**config.mk**
```make
export PLATFORM = sky130hd
export DESIGN_NAME = score_bcd_accumulator
export DESIGN_NICKNAME = d
export VERILOG_FILES = /design/src/rtl/score_bcd_accumulator.sv
export SDC_FILE = /design/constraint.sdc
export NUM_CORES = 1
export LEC_CHECK = 0
export ABC_AREA = 1
export ABC_CLOCK_PERIOD_IN_PS = 9400
export BUFFER_PORTS_ARGS = -buffer_cell sky130_fd_sc_hd__buf_2
export CAP_MARGIN = 20
export CORE_MARGIN = 2
export CORE_UTILIZATION = 63
export CTS_CLUSTER_DIAMETER = 150
export DETAILED_ROUTE_END_ITERATION = 7
export GPL_TIMING_DRIVEN = 0
export HOLD_SLACK_MARGIN = 0.05
export PLACE_DENSITY = 0.91
export SYNTH_ARGS = -nofsm -noshare
export SYNTH_HDL_FRONTEND = slang
export SYNTH_SLANG_ARGS = --single-unit
```
**constraint.sdc**
```tcl
create_clock -name Clk -period 9.4 [get_ports Clk]
set_input_delay 0.47 -clock Clk [delete_from_list [all_inputs] [get_ports Clk]]
set_output_delay 0.47 -clock Clk [all_outputs]
set_load 0.01 [all_outputs]
```
**src/rtl/score_bcd_accumulator.sv**
```systemverilog
`default_nettype none
// ============================================================================
// Module      : score_bcd_accumulator
// Description : Per-player packed-BCD score register. Line-clear and
//               soft-drop events become BCD addends that are added one digit
//               per cycle. The add repeats once per level (clamped), which
//               gives level scaling without a binary multiplier. A carry out
//               of the top digit clamps the score to all nines.
//               Optional macro NES_SCORING_EN selects the alternative
//               line-clear addend table (40/100/300/1200).
// Revision    : 1.0 - initial release
// ============================================================================
module score_bcd_accumulator #(
    parameter int NUM_DIGITS = 6,
    parameter int MAX_LEVEL  = 9
) (
    input  logic                    Clk,
    input  logic                    Reset,
    input  logic                    clear_score,
    input  logic                    lines_valid,
    input  logic [2:0]              lines_cleared,
    input  logic [3:0]              level,
    input  logic                    drop_pulse,
    output logic                    ready,
    output logic [4*NUM_DIGITS-1:0] score_digits,
    output logic                    saturated
);

    localparam int c_W     = 4 * NUM_DIGITS;
    localparam int c_IDX_W = (NUM_DIGITS > 1) ? $clog2(NUM_DIGITS) : 1;

    localparam logic [c_IDX_W-1:0] c_LAST_IDX  = c_IDX_W'(NUM_DIGITS - 1);
    localparam logic [4:0]         c_MAX_LEVEL = 5'(MAX_LEVEL);
    localparam logic [c_W-1:0]     c_ALL_NINES = {NUM_DIGITS{4'h9}};
    localparam logic [c_W-1:0]     c_DROP_ADD  = c_W'(1);

    // Line-clear addends written as six BCD digits, then resized to the
    // configured score width.
`ifdef NES_SCORING_EN
    localparam logic [23:0] c_BCD_L1 = 24'h000040;
    localparam logic [23:0] c_BCD_L2 = 24'h000100;
    localparam logic [23:0] c_BCD_L3 = 24'h000300;
    localparam logic [23:0] c_BCD_L4 = 24'h001200;
`else
    localparam logic [23:0] c_BCD_L1 = 24'h000100;
    localparam logic [23:0] c_BCD_L2 = 24'h000300;
    localparam logic [23:0] c_BCD_L3 = 24'h000500;
    localparam logic [23:0] c_BCD_L4 = 24'h000800;
`endif

    localparam logic [0:0] c_ST_IDLE = 1'b0;
    localparam logic [0:0] c_ST_ADD  = 1'b1;

    logic [0:0]         r_state;
    logic [0:0]         w_state_next;
    logic [c_W-1:0]     r_score;
    logic               r_saturated;
    logic [c_W-1:0]     r_work;
    logic [c_W-1:0]     r_addend;
    logic [4:0]         r_pass_cnt;
    logic [c_IDX_W-1:0] r_digit_idx;
    logic               r_carry;

    logic               w_lines_ok;
    logic               w_accept;
    logic [c_W-1:0]     w_lines_addend;
    logic [c_W-1:0]     w_addend;
    logic [4:0]         w_level_clamped;
    logic [4:0]         w_pass_init;
    logic [3:0]         w_work_digit;
    logic [3:0]         w_add_digit;
    logic [4:0]         w_digit_sum;
    logic               w_digit_over;
    logic [3:0]         w_digit_out;
    logic [c_W-1:0]     w_work_next;
    logic               w_last_digit;

    // Event decode, addend selection and the single-digit BCD adder.
    always_comb begin
        w_lines_ok      = lines_valid && (lines_cleared != 3'd0) && (lines_cleared <= 3'd4);
        w_accept        = (r_state == c_ST_IDLE) && (w_lines_ok || drop_pulse);

        case (lines_cleared)
            3'd1:    w_lines_addend = c_W'(c_BCD_L1);
            3'd2:    w_lines_addend = c_W'(c_BCD_L2);
            3'd3:    w_lines_addend = c_W'(c_BCD_L3);
            3'd4:    w_lines_addend = c_W'(c_BCD_L4);
            default: w_lines_addend = '0;
        endcase
        // Lines take precedence; a simultaneous drop is simply discarded.
        w_addend        = w_lines_ok ? w_lines_addend : c_DROP_ADD;

        w_level_clamped = ({1'b0, level} > c_MAX_LEVEL) ? c_MAX_LEVEL : {1'b0, level};
        w_pass_init     = w_lines_ok ? (w_level_clamped + 5'd1) : 5'd1;

        w_work_digit    = r_work[{r_digit_idx, 2'b00} +: 4];
        w_add_digit     = r_addend[{r_digit_idx, 2'b00} +: 4];
        w_digit_sum     = {1'b0, w_work_digit} + {1'b0, w_add_digit} + {4'b0000, r_carry};
        w_digit_over    = (w_digit_sum > 5'd9);
        w_digit_out     = w_digit_over ? 4'(w_digit_sum - 5'd10) : w_digit_sum[3:0];

        w_work_next     = r_work;
        w_work_next[{r_digit_idx, 2'b00} +: 4] = w_digit_out;

        w_last_digit    = (r_digit_idx == c_LAST_IDX);
    end

    // Next-state: leave ADD on the last digit of the final pass or on overflow.
    always_comb begin
        w_state_next = r_state;
        case (r_state)
            c_ST_IDLE: if (w_accept) w_state_next = c_ST_ADD;
            c_ST_ADD:  if (w_last_digit && (w_digit_over || (r_pass_cnt == 5'd1)))
                           w_state_next = c_ST_IDLE;
            default:   w_state_next = c_ST_IDLE;
        endcase
    end

    // State register; clear_score has the same effect as Reset.
    always_ff @(posedge Clk) begin
        if (Reset || clear_score) begin
            r_state <= c_ST_IDLE;
        end else begin
            r_state <= w_state_next;
        end
    end

    // Datapath: latch the event, ripple one digit per cycle, commit per pass.
    always_ff @(posedge Clk) begin
        if (Reset || clear_score) begin
            r_score     <= '0;
            r_saturated <= 1'b0;
            r_work      <= '0;
            r_addend    <= '0;
            r_pass_cnt  <= 5'd0;
            r_digit_idx <= '0;
            r_carry     <= 1'b0;
        end else if (r_state == c_ST_IDLE) begin
            if (w_accept) begin
                r_addend    <= w_addend;
                r_pass_cnt  <= w_pass_init;
                r_work      <= r_score;
                r_digit_idx <= '0;
                r_carry     <= 1'b0;
            end
        end else if (!w_last_digit) begin
            r_work      <= w_work_next;
            r_carry     <= w_digit_over;
            r_digit_idx <= r_digit_idx + c_IDX_W'(1);
        end else begin
            // Commit edge: the only place the visible score changes.
            r_digit_idx <= '0;
            r_carry     <= 1'b0;
            r_pass_cnt  <= r_pass_cnt - 5'd1;
            if (w_digit_over) begin
                r_score     <= c_ALL_NINES;
                r_work      <= c_ALL_NINES;
                r_saturated <= 1'b1;
            end else begin
                r_score     <= w_work_next;
                r_work      <= w_work_next;
            end
        end
    end

    assign ready        = (r_state == c_ST_IDLE);
    assign score_digits = r_score;
    assign saturated    = r_saturated;

endmodule
`default_nettype wire
```
==> results.toml <==
[worst_setup_path]
cpPeakStageDelay_ps = 550
cp.arrival_ps = 4400
critPathRequiredTime_ps = 9650
worstSetupEndpointType = "flop"
crit_chain = "inv_1 > clkbuf_1 > o21ai_0 > nand2_1 > a2bb2oi_1 > fa_1 > inv_1 > fa_1 > nand2_1 > inv_1 > nor2_1 > inv_2 > ha_1 > inv_1 > nand3_2 > o21ai_1 > nand2_1 > nand3_1 > nand3_1 > nand2_1 > inv_1"
path_buf_inv = 7
worstPathMaxFanout = 10
critPathTopFamily = "compound AO/OA/AOI/OAI gates"
start_kind = "flop"
crit_slowest_cell = "o21ai_1"
cp_common_cell = "inv_1"
critPathKind = "flop to flop"

[status]
status = "finished clean"

[global_route]
grt.overflow.total = 0
grt_max_degree = 11
grt_pass1_wl_um = 17530
grt_pass1_vias = 3708
grt_antenna_before_repair = 0
grtUsageTotal = 0.3610

[cts]
clk_latency_ps = 350
postCtsHoldBufs = 0
cts_resized = 0
cts_max_level = 3
cts_root_buf = "clkbuf_8"
cts_made_buffers = 9
clk_pin_slew_ps = 70
clockBufferDepth = 2
cts_sinks = 64
post_cts_buffers = 0
cts_tree = "yes"

[sta]
finalMaxSlewViolations = 0
worst_clock_skew_ps = 6.181
min_period_ps = 4149
slew_headroom = 0.4787
holdWs_ps = 429.8
timing.final.crit_share = 0.4414
fmax_ghz = 0.2410
setup_viol = 0
hold_violations = 0
fin_setup_tns_ps = 0
worstMarginPinSlew_ps = 779.0
rsz0062_at_grt = "false"

[floorplanning]
coreArea_sq_um = 5507
die_w_um = 79.72
rows = 27
dieHeight_um = 79.72
dieArea_sq_um = 6355
start_util = 0.6560
ios = 38

[finish]
drive_gt1_frac = 0.1192
nets = 624
syn_to_final_growth_pct = 13.65
diodes = 0

[synth]
ys_types = 34
netlist_instances = 551
synth-seq-cells = 64
synth_top_cell_by_area = "dfxtp_1"
yosysTopAreaCellShare = 0.3547
async_flop_share = 0
yosys_warnings = 0
ys_seq_area_frac = 0.3547
synth_nets = 576
yosysMostFrequentCell = "nand2_1"
avgSynthCellArea_sq_um = 6.556
yosys-top-cells-count = "119 x nand2_1, 66 x nand3_1, 65 x inv_1"
synthFlopType = "dfxtp_1"
synth.area.top_cells = "dfxtp_1 35%, nand2_1 12%, nand3_1 9.1%"
syn_area_sq_um = 3612
synth_edf_count = 0

[routing]
drc_errors = 0
first_pass_iters = 7
wire_per_inst_um = 16.55
wl_met3_um = 1254
met1_length_um = 4328
routed-wl-met2_um = 5069
top_layer = "met4"
drt-initial-drc-count = 503
via_per_inst = 6.061
vias = 4097
ant_nets = 0
drt-total-wl_um = 11190

[placed_design]
numPortBuffers = 37
gp_congestion = 0.9651
dp_hpwl_um = 7729

[worst_hold_path]
hold_path_class = "input pin to flop"

[job]
maxCapViolCount = 0

[power]
p_leak_nw = 1.877
ir_drop_mv = 0.1384
power_density_nw_per_um2 = 147.2
-- routing by layer --
layer / vias up / track usage
met5: - / 0
met4: 0 / 0.1983
met3: 62 / 0.06674
met2: 267 / 0.5773
met1: 1851 / 0.4591
li1: 1917 / -
-- state kept, by name (all words and copies together), names as in the netlist --
name and count:
r_digit_idx 3, r_pass_cnt 5, r_state 1, r_work 24
score_digits 24, r_carry 1, saturated 1, r_addend 5
-- per-stage QoR --
| stage | cell area (sq um) | instances | util | total power, mW | setup WS [ps] |
|---|---|---|---|---|---|
| finish | 4105 | 676 | 0.7455 | 0.6045 | 5251 |
| global route | 4105 | 676 | 0.7455 | 0.6192 | 4885 |
| CTS | 4105 | 676 | 0.7455 | 0.5990 | 5371 |
| detailed placement | 3887 | 660 | 0.7060 | 0.3466 | 5400 |
| global placement | 3887 | 660 | 0.7060 | 0.3449 | 5429 |
| floorplan | 3612 | 551 | - | 0.3263 | 6271 |
-- where the power goes --
part	internal, mW	switching (mW)	total (mW)	leakage (nW)
logic	0.0189	0.0486	0.0675	1.25
clock network	0.151	0.108	0.259	0.113
registers	0.275	0.00290	0.278	0.517
-- cell families (layout without fill, tap and decap cells) --
| logic type | count (synthesis) | count (layout) | synth area share |
|---|---|---|---|
| AO/OA/AOI/OAI | 133 | 133 | 0.1954 |
| XOR/XNOR | 3 | 3 | 0.007275 |
| adder cells (fa/ha/maj) | 13 | 13 | 0.04919 |
| buffers and inverters | 90 | 143 | 0.09872 |
| flip-flops | 64 | 64 | 0.3547 |
| AND/OR/NAND/NOR | 248 | 248 | 0.2948 |
-- worst paths after layout --
check / startpoint / to / slack [ps] / cells past startpoint
worst max register to register: r_digit_idx[0] / r_work[7] / 5250 / 21
worst min register to register: r_addend[11] / r_addend[11] / 470 / 2
worst min-delay path: lines_cleared[0] / r_addend[10] / 430 / 3
worst max-delay path: r_digit_idx[0] / r_work[7] / 5250 / 21
-- cell type report --
class	count	area, sq um
tap	72	90.09
clock inverter	2	35.03
buffer	21	95.09
fill	458	1401
clock buffer	14	182.7
multi-input combinational	397	1974
sequential	64	1281
inverter	69	261.5
timing repair buffer	37	185.2
-- worst reg2reg max path: cells and delay by family, from the launching register on --
kind | cells | cell delay (ps)
adders and majority gates | 3 | 830
DFF | 1 | 530
and+or+nand+nor | 8 | 910
buffers and inverters | 7 | 780
AOI/OAI and AO/OA | 3 | 1020
-- placed cells by master (no fill, tap or decap), types with 3 or more instances in the layout --
cell type / Yosys / final
nand2_2: 4 / 4
o221ai_1: 5 / 5
clkbuf_1: 14 / 15
buf_2: 4 / 41
or2_2: 4 / 4
ha_1: 11 / 11
inv_1: 65 / 65
nand2_1: 119 / 119
o22ai_1: 3 / 3
o21ai_0: 56 / 56
dfxtp_1: 64 / 64
a21oi_1: 61 / 61
nor2_1: 45 / 45
nand3_1: 66 / 66
nand4_1: 5 / 5
clkbuf_8: 0 / 13
(Power assumes the default switching activity.)
